`src/rtl/mmc3_chr_window.sv`:
```
// MMC3-class mapper core with an aligned CHR-RAM overlay window; address outputs are combinational,
// irq is registered. No backpressure: CPU writes and PPU fetches are accepted every clk.
module mmc3_chr_window #(
  parameter int PRG_AW   = 19,
  parameter int CHR_AW   = 18,
  parameter int RAM_LO   = 8,
  parameter int RAM_CNT  = 4,
  parameter int A12_FILT = 3,
  localparam int PB      = PRG_AW - 13,
  localparam int CB      = CHR_AW - 10,
  localparam int RAM_AW  = (RAM_CNT > 1) ? $clog2(RAM_CNT) : 1,
  localparam int FW      = (A12_FILT > 0) ? $clog2(A12_FILT + 1) : 1
) (
  input  logic              clk,
  input  logic              rst,
  input  logic [15:0]       cpu_addr,
  input  logic [7:0]        cpu_data,
  input  logic              cpu_wr_stb,
  input  logic [13:0]       ppu_addr,
  input  logic              mir_h_def,
  output logic              prg_ce,
  output logic [PB-1:0]     prg_addr,
  output logic [CB-1:0]     chr_addr,
  output logic              chr_ram_ce,
  output logic [RAM_AW-1:0] chr_ram_addr,
  output logic              ciram_a10,
  output logic              srm_ce,
  output logic              srm_we_en,
  output logic              irq
);

  localparam logic [PB-1:0] PRG_LAST  = '1;
  localparam logic [PB-1:0] PRG_SLAST = PRG_LAST - PB'(1);
  localparam logic [FW-1:0] FILT_MAX  = FW'(A12_FILT);

  logic [7:0]    r_q [8];
  logic [7:0]    r_d [8];
  logic [2:0]    sel_q, sel_d;
  logic          prg_mode_q, prg_mode_d;
  logic          chr_inv_q, chr_inv_d;
  logic          mir_q, mir_d;
  logic          ram_en_q, ram_en_d;
  logic          ram_wp_q, ram_wp_d;
  logic [7:0]    latch_q, latch_d;
  logic [7:0]    counter_q, counter_d;
  logic          reload_q, reload_d;
  logic          irq_en_q, irq_en_d;
  logic          irq_q, irq_d;
  logic [FW-1:0] low_cnt_q, low_cnt_d;
  logic          a12_prev_q, a12_prev_d;

  logic          wr;
  logic [2:0]    wsel;
  logic          a12;
  logic          qual_clk;
  logic [7:0]    cnt_next;

  assign wr       = cpu_wr_stb & cpu_addr[15];
  assign wsel     = {cpu_addr[14:13], cpu_addr[0]};
  assign a12      = ppu_addr[12];
  // A rise only counts after A12 has been held low for the full filter time.
  assign qual_clk = a12 & ~a12_prev_q & (low_cnt_q == FILT_MAX);
  assign cnt_next = ((counter_q == 8'd0) || reload_q) ? latch_q : (counter_q - 8'd1);

  always_comb begin
    for (int i = 0; i < 8; i++) r_d[i] = r_q[i];
    sel_d      = sel_q;
    prg_mode_d = prg_mode_q;
    chr_inv_d  = chr_inv_q;
    mir_d      = mir_q;
    ram_en_d   = ram_en_q;
    ram_wp_d   = ram_wp_q;
    latch_d    = latch_q;
    counter_d  = counter_q;
    reload_d   = reload_q;
    irq_en_d   = irq_en_q;
    irq_d      = irq_q;
    a12_prev_d = a12;

    if (a12) begin
      low_cnt_d = '0;
    end else if (low_cnt_q == FILT_MAX) begin
      low_cnt_d = low_cnt_q;
    end else begin
      low_cnt_d = low_cnt_q + FW'(1);
    end

    if (qual_clk) begin
      counter_d = cnt_next;
      reload_d  = 1'b0;
      if ((cnt_next == 8'd0) && irq_en_q) irq_d = 1'b1;
    end

    // Register writes come last so they override a same-cycle counter event.
    if (wr) begin
      case (wsel)
        3'b000: begin
          sel_d      = cpu_data[2:0];
          prg_mode_d = cpu_data[6];
          chr_inv_d  = cpu_data[7];
        end
        3'b001: r_d[sel_q] = cpu_data;
        3'b010: mir_d = cpu_data[0];
        3'b011: begin
          ram_en_d = cpu_data[7];
          ram_wp_d = cpu_data[6];
        end
        3'b100: latch_d = cpu_data;
        3'b101: begin
          reload_d  = 1'b1;
          counter_d = 8'd0;
          irq_d     = irq_q;
        end
        3'b110: begin
          irq_en_d = 1'b0;
          irq_d    = 1'b0;
        end
        default: irq_en_d = 1'b1;
      endcase
    end
  end

  always_ff @(posedge clk) begin
    if (rst) begin
      r_q[0]     <= 8'd0;
      r_q[1]     <= 8'd2;
      r_q[2]     <= 8'd4;
      r_q[3]     <= 8'd5;
      r_q[4]     <= 8'd6;
      r_q[5]     <= 8'd7;
      r_q[6]     <= 8'd0;
      r_q[7]     <= 8'd1;
      sel_q      <= 3'd0;
      prg_mode_q <= 1'b0;
      chr_inv_q  <= 1'b0;
      mir_q      <= mir_h_def;
      ram_en_q   <= 1'b1;
      ram_wp_q   <= 1'b0;
      latch_q    <= 8'd0;
      counter_q  <= 8'd0;
      reload_q   <= 1'b0;
      irq_en_q   <= 1'b0;
      irq_q      <= 1'b0;
      low_cnt_q  <= '0;
      a12_prev_q <= 1'b1;
    end else begin
      for (int i = 0; i < 8; i++) r_q[i] <= r_d[i];
      sel_q      <= sel_d;
      prg_mode_q <= prg_mode_d;
      chr_inv_q  <= chr_inv_d;
      mir_q      <= mir_d;
      ram_en_q   <= ram_en_d;
      ram_wp_q   <= ram_wp_d;
      latch_q    <= latch_d;
      counter_q  <= counter_d;
      reload_q   <= reload_d;
      irq_en_q   <= irq_en_d;
      irq_q      <= irq_d;
      low_cnt_q  <= low_cnt_d;
      a12_prev_q <= a12_prev_d;
    end
  end

  logic [15:0] r6_ext, r7_ext;
  assign r6_ext = {8'd0, r_q[6]};
  assign r7_ext = {8'd0, r_q[7]};

  always_comb begin
    prg_addr = PRG_LAST;
    case (cpu_addr[14:13])
      2'd0:    prg_addr = prg_mode_q ? PRG_SLAST : r6_ext[PB-1:0];
      2'd1:    prg_addr = r7_ext[PB-1:0];
      2'd2:    prg_addr = prg_mode_q ? r6_ext[PB-1:0] : PRG_SLAST;
      default: prg_addr = PRG_LAST;
    endcase
  end

  logic [2:0]  slot;
  logic [7:0]  b;
  logic [15:0] b_ext;

  assign slot = ppu_addr[12:10] ^ {chr_inv_q, 2'b00};

  always_comb begin
    b = 8'd0;
    case (slot)
      3'd0:    b = r_q[0] & 8'hFE;
      3'd1:    b = r_q[0] | 8'h01;
      3'd2:    b = r_q[1] & 8'hFE;
      3'd3:    b = r_q[1] | 8'h01;
      3'd4:    b = r_q[2];
      3'd5:    b = r_q[3];
      3'd6:    b = r_q[4];
      default: b = r_q[5];
    endcase
  end

  assign b_ext      = {8'd0, b};
  assign chr_addr   = b_ext[CB-1:0];
  // Compare at full integer width so a window near bank 255 never wraps.
  assign chr_ram_ce = (RAM_CNT != 0) && !ppu_addr[13] &&
                      (int'(b) >= RAM_LO) && (int'(b) < RAM_LO + RAM_CNT);
  assign chr_ram_addr = (chr_ram_ce && (RAM_CNT > 1)) ? b[RAM_AW-1:0] : '0;

  assign prg_ce    = cpu_addr[15];
  assign ciram_a10 = mir_q ? ppu_addr[11] : ppu_addr[10];
  assign srm_ce    = (cpu_addr[15:13] == 3'b011) & ram_en_q;
  assign srm_we_en = ram_en_q & ~ram_wp_q;
  assign irq       = irq_q;

  logic unused_bits;
  assign unused_bits = ^{cpu_addr[12:1], ppu_addr[9:0], b_ext, r6_ext, r7_ext};

endmodule

```
`config.mk`:
```
export PLATFORM = sky130hd
export DESIGN_NAME = mmc3_chr_window
export DESIGN_NICKNAME = d
export VERILOG_FILES = /design/src/rtl/mmc3_chr_window.sv
export SDC_FILE = /design/constraint.sdc
export NUM_CORES = 1
export LEC_CHECK = 0
export ABC_CLOCK_PERIOD_IN_PS = 3100
export CAP_MARGIN = 20
export CORE_MARGIN = 1
export CORE_UTILIZATION = 55
export DETAILED_ROUTE_END_ITERATION = 7
export HOLD_SLACK_MARGIN = 0.1
export PLACE_DENSITY = 0.81
export SETUP_SLACK_MARGIN = 0.2
export SLEW_MARGIN = 40
export SYNTH_ARGS = -nofsm -noshare
export SYNTH_HDL_FRONTEND = slang
export SYNTH_SLANG_ARGS = --single-unit
```
`constraint.sdc`:
```
create_clock -name clk -period 3.1 [get_ports clk]
set_input_delay 0.465 -clock clk [delete_from_list [all_inputs] [get_ports clk]]
set_output_delay 0.465 -clock clk [all_outputs]
set_load 0.005 [all_outputs]
```
==> results by group <==
Routing
  • Via count: 3692
  • Final ANT Viol Nets: 0
  • Routed WL: 10600 um
  • Vias/cell: 5.77
  • WL/cell: 16.5 um
  • First-pass iteration count of the detailed router: 5
  • Iter 0 DRT Violations: 291
  • DRC viols: 0

Critical path
  • Crit path DAT: 2.34 ns
  • Worst R2R Setup Slack: 0.67 ns
  • Critical Path Source Type: flop
  • Crit Path Class: flop to output port
  • Crit-path max FO: 5
  • CP most frequent cell: buf_4
  • Crit-path cells: xor2_2 -> buf_4 -> mux2_2 -> a211oi_4 -> o211ai_2 -> buf_4 -> nor4b_2 -> clkbuf_2
  • CP endpoint kind: output port
  • CP peak stage delay: 0.37 ns
  • CP required: 2.63 ns
  • Max stage delay cell, worst path: dfxtp_4

Pwr
  • Internal power: 1.71 mW
  • Combinational share of power: 0.101
  • Max VDD drop: 379 uV
  • Flop pwr share: 0.506
  • Total power: 2.26 mW
  • P_sw: 0.553 mW
  • Power Density: 435 nW/um^2
  • Pleak: 2.11 nW
  • Switch share: 0.244
  • Clock power frac: 0.393

Synthesis
  • Post-synthesis cell count: 483
  • Avg Inst Size Synth: 8.86 um^2
  • Prevailing post-synth register cell: dfxtp_1
  • Distinct cells, synth: 59
  • Post-synth EDFFs: 1
  • Syn_nets: 528
  • Asr flop ratio synth: 0
  • Syn Std Cell Area: 4280 um^2
  • Synthesis-stage register bit count: 88
  • Top cell type by total area after synthesis: dfxtp_1
  • Synth top area share: 0.407
  • Seq/Total Area, Yosys: 0.414
  • Synth Warn #: 0
  • Top cells by area, synth: dfxtp_1 41%, mux2i_1 13%, nor2_1 6.6%

Place
  • Count of port buffers added during placement: 41
  • Placed Instances: 610
  • HPWL Detailed: 7090 um
  • Dpl ws: -0.416 ns
  • GP Congestion: 0.863

Clock tree
  • Clock slew at reported path FFs: 0.09 ns
  • Worst-Skew Late Latency: 0.37 ns
  • H-tree levels: 3
  • CTS Buf Count: 9
  • CTS Buffer Depth: 2
  • CTS tree: yes
  • Clock sinks: 88
  • Root Driver: clkbuf_8

Layout
  • Commonest non-fill, non-tap cell in the layout: dfxtp_1
  • Net count, final: 581
  • Most frequent cells in the layout: 86 x dfxtp_1, 74 x nor2_1, 55 x mux2i_1
  • Share of layout cells above drive strength 1: 0.170
  • Post-Layout Cell Count: 640
  • Antenna diodes: 0
  • Post-layout util: 0.706
  • Multi-input combinational cell area: 2360 um^2
  • Register area: 1780 um^2
  • Filler instances: 584
  • Area Overhead vs Synth: 21.6%

Run status
  • Outcome: finished, final reports clean

GRT
  • Vias in the first global route: 3459
  • Initial antenna violation count: 0
  • Total GRT Usage: 0.264
  • Pin count of the biggest net entering global routing: 54
  • First-pass GRT wire length: 17200 um
  • Total gr overflow: 0

Floorplan
  • Die height: 90.2 um
  • Core Box Area: 7370 um^2
  • Initial Util: 0.581
  • # IOs: 64
  • Horiz. Die Dim: 90.2 um
  • Row cnt: 31
  • Die area: 8140 um^2

Timing
  • Fmax: 356 MHz
  • Clock skew: 0.0107 ns
  • Slew HR: 0.633
  • Minimum clock period: 2.81 ns
  • Slew @ Worst Pin: 0.550 ns
  • Hold Fails Final Rpt: 0
  • RSZ-0062 raised after global routing: yes
  • Final setup margin: 0.295 ns
  • Fin crit share: 0.905
  • Final Slew Violations: 0
  • # setup viols final: 0

Hold path
  • Worst min-delay path category: flop to flop

Job
  • Maxcap violations: 0
## cells by family (layout without fill, tap and decap cells)
| logic type | after synthesis | count (layout) | share of synthesized area |
|---|---|---|---|
| xor gates and xnor gates | 6 | 6 | 0.0140 |
| and+or+nand+nor | 197 | 197 | 0.232 |
| buffers and inverters | 45 | 103 | 0.0456 |
| adders and majority gates | 3 | 3 | 0.00877 |
| DFF | 88 | 88 | 0.414 |
| AOI/OAI and AO/OA | 81 | 81 | 0.133 |
| muxes | 63 | 63 | 0.153 |
## registers in the layout, indices dropped and copies added, names as in the netlist, 2 cells and up
| signal | count |
|---|---|
| latch_q | 8 |
| low_cnt_q | 2 |
| sel_q | 3 |
| r_q | 58 |
| counter_q | 8 |
## power groups by stage
stage               registers (mW)  clock network [mW]  logic, mW
CTS                           1.15               0.900      0.223
global route                  1.15               0.948      0.245
global placement              1.17                   0      0.202
floorplan                     1.17                   0      0.110
finish                        1.14               0.890      0.229
detailed placement            1.17                   0      0.205
## critical path: cells and delay by family (launching register included)
kind                      cells  cell delay (ns)
and+or+nand+nor               1             0.24
buffers and inverters         3             0.48
AOI/OAI and AO/OA             2             0.41
xor gates and xnor gates      1             0.12
DFF                           1             0.37
muxes                         1             0.36
## cell usage after synthesis, types with 3 or more instances
master    instances
o21ai_0          12
o22a_1            6
xnor2_1           3
nor2b_1          13
nor3b_1           5
mux2i_1          55
clkbuf_1         24
mux2_2            6
a21oi_1          27
or2_2             4
nand2_1          36
a211oi_1          5
or3_1             4
ha_1              3
dfxtp_1          87
inv_1             8
a211o_1          10
nor3_1            9
buf_2             9
o21bai_1          4
nand3b_1          7
and3b_1           3
nor2_1           75
nand3_1          18
and3_1            7
## routing by layer
layer | track usage | share of wire
met2 | 0.415 | 0.47
met4 | 0.116 | 0.018
met1 | 0.356 | 0.46
met5 | 0 | 0
met3 | 0.0440 | 0.056
## timing repair
action,in CTS,in global routing
resized for setup,21,9
pin swaps,6,2
buffers inserted,12,2
hold buffers,0,0
setup endpoints to repair,10,7
## stage by stage
step	setup TNS (ns)	instance area, um^2	hold slack (ns)
after floorplan	0	4280	0.430
after global placement	-1.01	4820	0.440
after detailed placement	-1.18	4820	0.454
after CTS	0	5180	0.467
after global routing	0	5200	0.489
final	0	5200	0.472
## cell type report
class                   count  area share
multi-input cells         350       0.454
flip-flops and latches     88       0.341
repair buffers             79       0.131
clock buffers               9      0.0238
well taps                  99      0.0238
clock inverters             7      0.0197
inverters                   8     0.00649
## path summary, 6_finish.rpt
check,start,endpoint,cells after the start
max reg2reg,counter_q[0]$_SDFF_PP0_,irq$_SDFFE_PP0P_,7
min reg2reg,irq_en_q$_SDFFE_PP0P_,irq_en_q$_SDFFE_PP0P_,2
max,chr_inv_q$_SDFFE_PP0P_,chr_ram_addr[0],8
min,irq_en_q$_SDFFE_PP0P_,irq_en_q$_SDFFE_PP0P_,2
No activity file was read; power rests on OpenSTA's default activity.
